### src/rtl/mips_bus_arbiter.sv
// Two-master round-robin arbiter for the Avalon-style CPU memory bus; the grant is held for one transfer.
// Optional stall timeout with a sticky bus_err flag is built only when ARB_TIMEOUT_EN is defined.
module mips_bus_arbiter #(
  parameter int ADDR_W         = 32,
  parameter int DATA_W         = 32,
  parameter int RESET_PRIO     = 0,
  parameter int TIMEOUT_CYCLES = 1024
) (
  input  logic                clk,
  input  logic                reset,
  input  logic [ADDR_W-1:0]   m0_address,
  input  logic                m0_read,
  input  logic                m0_write,
  input  logic [DATA_W-1:0]   m0_writedata,
  input  logic [DATA_W/8-1:0] m0_byteenable,
  output logic                m0_waitrequest,
  output logic [DATA_W-1:0]   m0_readdata,
  input  logic [ADDR_W-1:0]   m1_address,
  input  logic                m1_read,
  input  logic                m1_write,
  input  logic [DATA_W-1:0]   m1_writedata,
  input  logic [DATA_W/8-1:0] m1_byteenable,
  output logic                m1_waitrequest,
  output logic [DATA_W-1:0]   m1_readdata,
  output logic [ADDR_W-1:0]   s_address,
  output logic                s_read,
  output logic                s_write,
  output logic [DATA_W-1:0]   s_writedata,
  output logic [DATA_W/8-1:0] s_byteenable,
  input  logic                s_waitrequest,
  input  logic [DATA_W-1:0]   s_readdata,
  output logic [1:0]          grant,
  output logic                bus_err
);

  localparam int BE_W = DATA_W / 8;
  localparam logic [DATA_W-1:0] ERR_DATA = DATA_W'({(DATA_W + 31) / 32{32'hDEADBEEF}});

  // One-hot encoding doubles as the registered grant vector {m1,m0}.
  typedef enum logic [1:0] {
    IDLE = 2'b00,
    GNT0 = 2'b01,
    GNT1 = 2'b10
  } state_t;

  state_t            state, state_next;
  logic              last_grant;  // 1: m1 was granted most recently
  logic              req0, req1;
  logic              sel_read, sel_write, stalled, done, timeout_hit;
  logic [ADDR_W-1:0] sel_address;
  logic [DATA_W-1:0] sel_writedata;
  logic [BE_W-1:0]   sel_byteenable;

  assign req0 = m0_read | m0_write;
  assign req1 = m1_read | m1_write;

  // NOTE: every output of a combinational block gets a default first, so no path can infer a latch.
  always_comb begin
    sel_address    = '0;
    sel_read       = 1'b0;
    sel_write      = 1'b0;
    sel_writedata  = '0;
    sel_byteenable = '0;
    case (state)
      GNT0: begin
        sel_address    = m0_address;
        sel_read       = m0_read;
        sel_write      = m0_write;
        sel_writedata  = m0_writedata;
        sel_byteenable = m0_byteenable;
      end
      GNT1: begin
        sel_address    = m1_address;
        sel_read       = m1_read;
        sel_write      = m1_write;
        sel_writedata  = m1_writedata;
        sel_byteenable = m1_byteenable;
      end
      default: ;
    endcase
  end

  assign stalled = (sel_read | sel_write) & s_waitrequest;
  assign done    = (sel_read | sel_write) & ~s_waitrequest;

`ifdef ARB_TIMEOUT_EN
  localparam int CNT_W = $clog2(TIMEOUT_CYCLES + 1);
  logic [CNT_W-1:0] stall_cnt;

  // The limit is reached on the stalled cycle that would make the count equal TIMEOUT_CYCLES.
  assign timeout_hit = stalled && (stall_cnt == CNT_W'(TIMEOUT_CYCLES - 1));

  always_ff @(posedge clk or negedge reset) begin
    if (!reset) begin
      stall_cnt <= '0;
      bus_err   <= 1'b0;
    end else begin
      stall_cnt <= (stalled && state_next == state) ? stall_cnt + 1'b1 : '0;
      if (timeout_hit) bus_err <= 1'b1;
    end
  end
`else
  assign timeout_hit = 1'b0;
  assign bus_err     = 1'b0;
`endif

  assign s_address      = sel_address;
  assign s_read         = sel_read & ~timeout_hit;
  assign s_write        = sel_write & ~timeout_hit;
  assign s_writedata    = sel_writedata;
  assign s_byteenable   = sel_byteenable;
  assign m0_waitrequest = (state == GNT0) ? (s_waitrequest & ~timeout_hit) : 1'b1;
  assign m1_waitrequest = (state == GNT1) ? (s_waitrequest & ~timeout_hit) : 1'b1;
  assign m0_readdata    = timeout_hit ? ERR_DATA : s_readdata;
  assign m1_readdata    = timeout_hit ? ERR_DATA : s_readdata;
  assign grant          = state;

  always_comb begin
    state_next = state;
    case (state)
      IDLE: begin
        if (req0 && (!req1 || last_grant)) state_next = GNT0;
        else if (req1)                     state_next = GNT1;
      end
      GNT0: begin
        if (timeout_hit || !req0) state_next = IDLE;
        else if (done)            state_next = req1 ? GNT1 : IDLE;
      end
      GNT1: begin
        if (timeout_hit || !req1) state_next = IDLE;
        else if (done)            state_next = req0 ? GNT0 : IDLE;
      end
      default: state_next = IDLE;
    endcase
  end

  // NOTE: registers use non-blocking assignments so every flop samples pre-edge values.
  // NOTE: reset is asynchronous, so strobes and grant drop the moment reset goes low.
  always_ff @(posedge clk or negedge reset) begin
    if (!reset) begin
      state      <= IDLE;
      last_grant <= (RESET_PRIO == 0);
    end else begin
      state <= state_next;
      if (state_next == GNT0)      last_grant <= 1'b0;
      else if (state_next == GNT1) last_grant <= 1'b1;
    end
  end

endmodule

### config.mk
export PLATFORM = sky130hd
export DESIGN_NAME = mips_bus_arbiter
export DESIGN_NICKNAME = d
export VERILOG_FILES = /design/src/rtl/mips_bus_arbiter.sv
export SDC_FILE = /design/constraint.sdc
export NUM_CORES = 1
export LEC_CHECK = 0
export CORE_AREA = 2 2 122 124
export CTS_CLUSTER_SIZE = 10
export DETAILED_ROUTE_END_ITERATION = 8
export DIE_AREA = 0 0 124 126
export SETUP_SLACK_MARGIN = 0.05
export SYNTH_ARGS = -nofsm -noshare
export SYNTH_HDL_FRONTEND = slang
export SYNTH_SLANG_ARGS = --single-unit
### constraint.sdc
create_clock -name clk -period 2.45 [get_ports clk]
set_input_delay 0.3675 -clock clk [delete_from_list [all_inputs] [get_ports clk]]
set_output_delay 0.3675 -clock clk [all_outputs]
set_load 0.01 [all_outputs]
Yosys cells after proc, flatten, opt, wreduce, memory -nomap -nowiden
Index checks and enable logic that the tools add are counted.
Cells by class
  mux-type cells: 18
  eq/ne operators: 4
  reductions and logical operators: 5
  bitwise gates (word level): 5
Operator list (count)
  one-hot mux 32 bit (2 select lines): 2
  2-to-1 mux 2 bit: 7
  one-hot mux 4 bit (2 select lines): 1
  one-hot mux 2 bit (3 select lines): 1
  2-to-1 mux 1 bit: 5
  == test 2 x 1 -> 1 bit, second input constant: 2
  == test 2 bit, second input constant: 2
  one-hot mux 1 bit (2 select lines): 2
  bitwise OR 1 bit: 3
  logical NOT 2 bit: 1
  nonzero test 2 bit: 1
  bitwise AND 1 bit: 1
  logical AND 1 bit: 1
  logical NOT 1 bit: 1
  logical OR 1 bit: 1
  NOT 1 bit: 1
Storage, ports and cells
  input port bits: 175
  output and inout port bits: 139
  word-level logic and storage cells: 34
  bits in registers: 3

Longest topological paths before layout
Gate-level depths: netlist of run 1.
  word-level depth: 10
  mapped depth: 9
  mapped depth without buffers: 8

Worst setup path after synthesis of run 1
Ideal clock, no wire load.
  kind: register to register
  start point: register state[0], in the netlist grant[0]
  end point: register last_grant
  buffers on the path: 1
  path slack: 0.437 ns
  library setup time: 0.079 ns
  cell stages (with the launch flop): 9
  required time: 2.371 ns
  period minus slack after synthesis: 2.013 ns
  arrival time: 1.934 ns
  cell sequence: dfrtp_1 > inv_1 > ha_1 > buf_2 > nor3b_1 > and3_1 > a211o_1 > ha_1 > o21ai_0
Between the ends
  word-level cells in the longest chain between the ends: 9
  elaborated cells between the ends (all ways): 18
  those cells by class: eq/ne (4); mux (10); bitwise (2); reduce/logical (2)
RTL lines
  start: declaration: line 46  | state_t state, state_next;
  start signal: assignment: line 144  | state <= state_next;
  == test 2 bit or == test 2 x 1 -> 1 bit (tied branches): line 64, 120
  one-hot mux 1 bit (2 select lines): line 64  | case (state)
  bitwise OR 1 bit: line 84  | assign done = (sel_read | sel_write) & ~s_waitrequest;
  bitwise AND 1 bit: line 84
  2-to-1 mux 2 bit (on tied branches): line 131, 127
  2-to-1 mux 2 bit (on tied branches): line 130, 126
  one-hot mux 2 bit (3 select lines) (*): line 120  | case (state)
  net state_next[0]: line 46
  == test 2 x 1 -> 1 bit or == test 2 bit (tied branches): line 145, 146
  2-to-1 mux 1 bit or nonzero test 2 bit (tied branches)
  end signal: assignment: line 142  | last_grant <= (RESET_PRIO == 0);
  end: declaration: line 47  | logic last_grant;
Mark *: on every way through the listed nets, which the timed path passes. The rest lies on a longest branch.
A chain may end at the register's enable or synchronous reset.

Worst setup path in the final report of run 1
  start point: register state[0], in the netlist grant[0]
  end point: output port s_writedata[1]
Between the ends
  word-level cells in the longest chain between the ends: 2
  elaborated cells between the ends (all ways): 3
  those cells by class: eq/ne (2); mux (1)
RTL lines
  == test 2 bit or == test 2 x 1 -> 1 bit (tied branches): line 64
  one-hot mux 32 bit (2 select lines) (*): line 64
  end: declaration: line 28  | output logic [DATA_W-1:0] s_writedata,
Mark *: on every way between the ends. The rest lies on a longest branch, timed or not.

==> flow_summary_export.csv, run 1 <==
group,metric,value,unit
routing,wl_per_cell,15.6,um
cells_and_area,fillers,1522,
yosys,synthFlopType,"dfrtp_1",
clock_tree,cts_buffer_depth,2,
run,max_cap_viol_count,0,
critical_path,endpoint_kind,"output port",
sta,fin_skew,0.000419,ns
clock_tree,cts_tree,"yes",
routing,viasPerCell,4.11,
global_routing,grt_pass1_vias,2451,
clock_tree,clock_sinks,3,
yosys,synth-warning-count,0,
yosys,synth.most_common_cell,"nor2b_1",
yosys,synthCells,263,
yosys,synth_cell_type_count,27,
placed_design,place.gp.congestion,0.785,
placed_design,dp_hpwl,7210,um
clock_tree,numCtsBuffers,3,
run_status,outcome,"completed",
global_routing,grt_util_met1,11.5,%
yosys,ys_top_cells_by_count,"71 x nor2b_1, 70 x a22oi_1, 66 x buf_4",
critical_path,path_delay_family,"buffers and inverters",
sta,timing.fmax,428,MHz
critical_path,r2r.worst_path.cells,8,
sta,finalCritPeriodShare,95.4,%
cells_and_area,diodes,0,
yosys,synth_top_area_cell,"a22oi_1",
critical_path,cp_slowest_cell,"clkdlybuf4s50_1",
power,p_per_area,869,nW/um2
power,vdd_drop_max,0.434,mV
global_routing,grt_max_degree,38,
critical_path,cp.depth,6,
yosys,ys_ff_latch,3,
global_routing,globalRouteTotalUtil,10.3,%
routing,drt-total-wl,9160,um
clock_tree,h-tree-depth,1,
sta,drv_slew,0,
min_path,hp-class,"input pin to async pin",
yosys,yosysSeqAreaShare,3.99,%
routing,postRouteAntennaNets,0,
clock_tree,clockRootBuffer,"clkbuf_16",
critical_path,crit_arrival,1.97,ns
floorplanning,start_util,13.3,%
routing,vias,2419,
routing,drc_errors,0,
placed_design,place_ws,0.210,ns
critical_path,cp_cell_sequence,"buf_4, ha_4, buf_12, a22oi_1, nor2b_1, clkdlybuf4s50_1",
cells_and_area,drive_gt1_share,6.91,%
sta,min_period,2.34,ns
placed_design,placed_area,3840,um2
cells_and_area,nets,586,
yosys,synth_nets,443,
clock_tree,holdBufCountCts,0,
cells_and_area,finish.utilization,28.7,%
critical_path,crit_type,"register to output port",
yosys,synthArstFlopShare,100,%
floorplanning,io_pins,314,
sta,worst_slack,0.112,ns
sta,setup_viol,0,
critical_path,cp.buffers_inverters,3,
yosys,avgSynthCellArea,7.26,um2
global_routing,overflow,0,
yosys,synth_edf_count,0,
global_routing,top_usage_layer,"met2",
sta,tns,0,ns
global_routing,grtUsageMet3,3.17,%
clock_tree,clock_latency,0.22,ns
floorplanning,die-area,15600,um2
critical_path,critPathLaunchType,"register",
critical_path,critPathMaxStageDelay,0.49,ns
global_routing,use_met2,18.7,%
floorplanning,rows,44,
yosys,syn_area,1910,um2
floorplanning,fp.dieH,126,um
sta,hold_violations,0,
global_routing,grt_pass1_wl,12800,um
routing,drt_pass1_iterations,4,
clock_tree,path_clk_slew,0.03,ns
global_routing,antenna_found_initial,0,
critical_path,path_max_fanout,37,
cells_and_area,final_cell_area,4110,um2
sta,rsz0062_at_grt,"yes",
critical_path,crit_required,2.08,ns
floorplanning,core_area,14300,um2
yosys,synth_area_leaders,"a22oi_1 28%, buf_4 26%, nor2b_1 23%",
yosys,netlist.area_leader.share,27.5,%
placed_design,port_buffers,216,
routing,drtIter0Drc,107,
power,p_leak,2.07,nW
floorplanning,die_w,124,um
cells_and_area,area_delta_synth_final,115,%
repair_timing:
| action | CTS | global route |
|---|---|---|
| resized for setup | 4 | 47 |
| setup buffers | 3 | 0 |
| gates cloned | 1 | 0 |
| setup endpoints to repair | 51 | 69 |
kinds of logic (layout without fill, tap and decap cells):
kind of cell               count (synthesis)  after routing  synth area share [%]
adders and majority gates                  5              5                  3.27
other                                      1              1                 0.196
and+or+nand+nor                           81             81                  26.5
DFF                                        3              3                  4.00
AOI/OAI and AO/OA                         82             82                  34.1
buffers and inverters                     91            233                  31.9
path summary, 6_finish.rpt:
check / startpoint / end / slack (ns)
max: grant[0]$_DFF_PN0_ / s_writedata[1] / 0.11
max in group asynchronous: reset / last_grant$_DFFE_PN1P_ / 1.88
min: reset / grant[0]$_DFF_PN0_ / 0.34
min in group clk: last_grant$_DFFE_PN1P_ / last_grant$_DFFE_PN1P_ / 0.48
min reg2reg: last_grant$_DFFE_PN1P_ / last_grant$_DFFE_PN1P_ / 0.48
max reg2reg: grant[1]$_DFF_PN0_ / last_grant$_DFFE_PN1P_ / 0.32
metal layers:
layer / up-vias / wire length [um]
met5: - / 0
met4: 0 / 193
met3: 21 / 1020
met2: 158 / 4540
met1: 1088 / 3410
li1: 1152 / -
report_power, final:
group,switching (mW),internal (mW),leakage (nW)
combinational,1.42,1.79,2.00
clock,0.0416,0.214,0.0382
sequential,0.0181,0.0831,0.0359
total,1.48,2.09,2.07
worst reg2reg max path, stage by stage, from the launching register on:
cell and delay, ns:
dfrtp_1 0.38, inv_2 0.12, ha_2 0.32, buf_12 0.17, nor2b_4 0.15, a2111oi_2 0.35, a211o_1 0.18, ha_1 0.24
o21ai_0 0.14
state kept, by name, indices dropped and copies added (netlist names):
| signal | count |
|---|---|
| grant | 2 |
| last_grant | 1 |
layout make-up:
| class | instances | area, um2 | share of cell area [%] |
|---|---|---|---|
| multi-input cells | 169 | 1260 | 30.7 |
| well taps | 184 | 230 | 5.60 |
| repair buffers | 227 | 2450 | 59.7 |
| clock buffers | 4 | 78.8 | 1.92 |
| flip-flops and latches | 3 | 76.3 | 1.86 |
| inverters | 2 | 7.51 | 0.183 |
layout by cell type (no fill, tap or decap):
cell             netlist  routed
ha_4                   0       2
dlymetal6s2s_1         0      44
inv_2                  0       2
o22a_1                 1       1
a2111oi_4              1       1
nand2b_1               2       2
o2bb2ai_1              1       1
o21ai_0                1       1
nor2b_1               71      71
o21ba_2                1       1
a22oi_1               70      68
nand2_1                1       1
clkbuf_1               7       1
nor2b_4                1       1
clkdlybuf4s50_1        0     171
and3_1                 2       2
o21ai_2                2       2
ha_2                   0       1
a22oi_2                0       2
a211oi_1               1       1
buf_4                 66       4
nor3_1                 1       1
conb_1                 1       1
dfstp_2                1       1
bufbuf_16              0       1
clkbuf_16              0       3
a2111oi_2              1       1
nor2_1                 2       2
a211o_1                2       2
dfrtp_1                2       2
dlygate4sd2_1          0       1
buf_12                 0       6
ha_1                   5       2
nor3b_1                1       1
o32ai_1                1       1
metrics by stage:
step,hold WS [ns],total power [mW],instances
global route,0.344,3.86,589
floorplan,0.0719,1.85,263
CTS,0.339,3.68,589
finish,0.340,3.57,589
global placement,0.477,3.23,581
detailed placement,0.483,3.27,581
Power figures use the tool's default switching activity.
==> run 2, diff against run 1 <==
CTS_CLUSTER_DIAMETER = 50   (was unset)
==> results of run 2 <==
Same layout as run 1: the final DEF is identical, and so are final timing and power.
==> run 3, diff against run 2 <==
CORE_AREA = 2 2 120 122   (was 2 2 122 124)
DIE_AREA = 0 0 122 124   (was 0 0 124 126)
PLACE_DENSITY = 0.67   (was unset)
clock period = 2 ns   (was 2.45 ns; I/O delays follow)
==> flow_summary_export.csv, run 3 (synthesis results as in run 1) <==
group,metric,value,unit
floorplanning,die_w,122,um
routing,route.met3.wl,1110,um
routing,drc_errors,0,
placed_design,dp_hpwl,7490,um
cells_and_area,layout_commonest_cell,"clkdlybuf4s50_1",
cells_and_area,largest_reg_flops,2,
min_path,hp-class,"input pin to async pin",
run_status,violations,"negative setup slack",
power,vdd_drop_max,0.491,mV
clock_tree,path_clk_slew,0.03,ns
floorplanning,fp.dieH,124,um
clock_tree,cts_buffer_depth,2,
sta,drv_slew,0,
floorplanning,core_area,13700,um2
floorplanning,io_pins,314,
routing,vias,2629,
clock_tree,cts_tree,"yes",
clock_tree,clockRootBuffer,"clkbuf_16",
sta,timing.fmax,499,MHz
power,fin_total_pwr,5.43,mW
routing,wl_met2,6030,um
cells_and_area,nets,614,
routing,drt-total-wl,11600,um
critical_path,crit_required,1.70,ns
sta,worst_slack,-0.00379,ns
critical_path,endpoint_kind,"output port",
placed_design,port_buffers,216,
placed_design,placed_area,3860,um2
cells_and_area,diodes,0,
cells_and_area,drive_gt1_share,38.3,%
placed_design,place_ws,-0.0521,ns
global_routing,grt_max_degree,36,
sta,finalCritPeriodShare,100,%
run,max_cap_viol_count,0,
routing,wl_per_cell,19.0,um
floorplanning,die-area,15100,um2
global_routing,antenna_found_initial,0,
floorplanning,rows,43,
power,p_leak,1.68,nW
global_routing,globalRouteTotalUtil,12.8,%
sta,setup_viol,1,
routing,drt_pass1_iterations,4,
cells_and_area,area_delta_synth_final,133,%
routing,m1WireLength,4280,um
critical_path,crit_arrival,1.70,ns
sta,rsz0062_at_grt,"yes",
critical_path,path_max_fanout,9,
cells_and_area,mostFrequentLayoutCells,"144 x clkdlybuf4s50_1, 71 x nor2b_1, 56 x buf_2",
clock_tree,h-tree-depth,1,
run_status,outcome,"finished, violations left",
power,p_per_area,1220,nW/um2
routing,postRouteAntennaNets,0,
sta,fin_skew,0.00154,ns
clock_tree,clock_latency,0.23,ns
clock_tree,clock_sinks,3,
clock_tree,numCtsBuffers,3,
cells_and_area,final_cell_area,4440,um2
cells_and_area,fillers,1436,
cells_and_area,finish.utilization,32.4,%
routing,top_layer,"met4",
routing,drtIter0Drc,62,
sta,min_period,2.00,ns
critical_path,r2r.worst_path.cells,9,
critical_path,critPathLaunchType,"register",
global_routing,grt_pass1_wl,14900,um
placed_design,place.gp.congestion,0.766,
sta,hold_violations,0,
global_routing,grt_pass1_vias,2605,
routing,viasPerCell,4.29,
global_routing,overflow,0,
sta,holdWs,0.272,ns
floorplanning,start_util,13.9,%
critical_path,crit_type,"register to output port",
==> run 3: repair_timing <==
item | CTS | global route
hold buffers | 0 | 0
gates cloned | 7 | 7
buffers inserted | 9 | 7
pin swaps | 13 | 21
resized for setup | 298 | 30
endpoints found under the hold margin | 0 | 0
setup endpoints to repair | 73 | 46
==> run 3: path summary, 6_finish.rpt <==
check,startpoint,endpoint,slack [ns]
hold / removal,reset,grant[1]$_DFF_PN0_,0.27
setup / recovery,grant[0]$_DFF_PN0_,s_address[28],-0.004
setup reg to reg,grant[1]$_DFF_PN0_,last_grant$_DFFE_PN1P_,0.01
max in group asynchronous,reset,last_grant$_DFFE_PN1P_,1.50
hold reg to reg,last_grant$_DFFE_PN1P_,last_grant$_DFFE_PN1P_,0.48
min in group clk,last_grant$_DFFE_PN1P_,last_grant$_DFFE_PN1P_,0.48
==> run 3: metrics by stage <==
step                      TNS (ns)  instances
after floorplan                  0        263
after global placement     -0.0451        580
after detailed placement     -1.11        580
after CTS                  -0.0372        600
after global routing        -0.459        613
final                     -0.00379        613
==> run 3: final cells by class <==
class / instances / area [um2] / area share, %
clock buffers: 4 / 78.8 / 1.77
inverters: 2 / 12.5 / 0.282
repair buffers: 255 / 2540 / 57.2
well taps: 180 / 225 / 5.07
multi-input cells: 169 / 1510 / 33.9
flip-flops and latches: 3 / 78.8 / 1.77
==> run 3: per-layer routing <==
| layer | track usage [%] | up-vias |
|---|---|---|
| met4 | 3.23 | 0 |
| met2 | 24.7 | 183 |
| met5 | 0 | - |
| met1 | 13.6 | 1211 |
| met3 | 3.98 | 22 |
| li1 | - | 1213 |
==> run 3: critical path, cell delays in order (launching register included) <==
cell             delay (ns)
dfrtp_2                0.41
inv_4                  0.07
ha_4                   0.17
buf_12                 0.14
buf_12                 0.12
buf_16                 0.14
a22oi_1                0.14
nor2b_1                0.06
clkdlybuf4s15_2        0.22
==> run 3: report_power, final <==
part / internal, mW / total [mW] / leakage (nW) / switching [mW]
Sequential: 0.105 / 0.149 / 0.0333 / 0.0440
Combinational: 2.76 / 4.95 / 1.61 / 2.19
Clock: 0.264 / 0.323 / 0.0382 / 0.0595
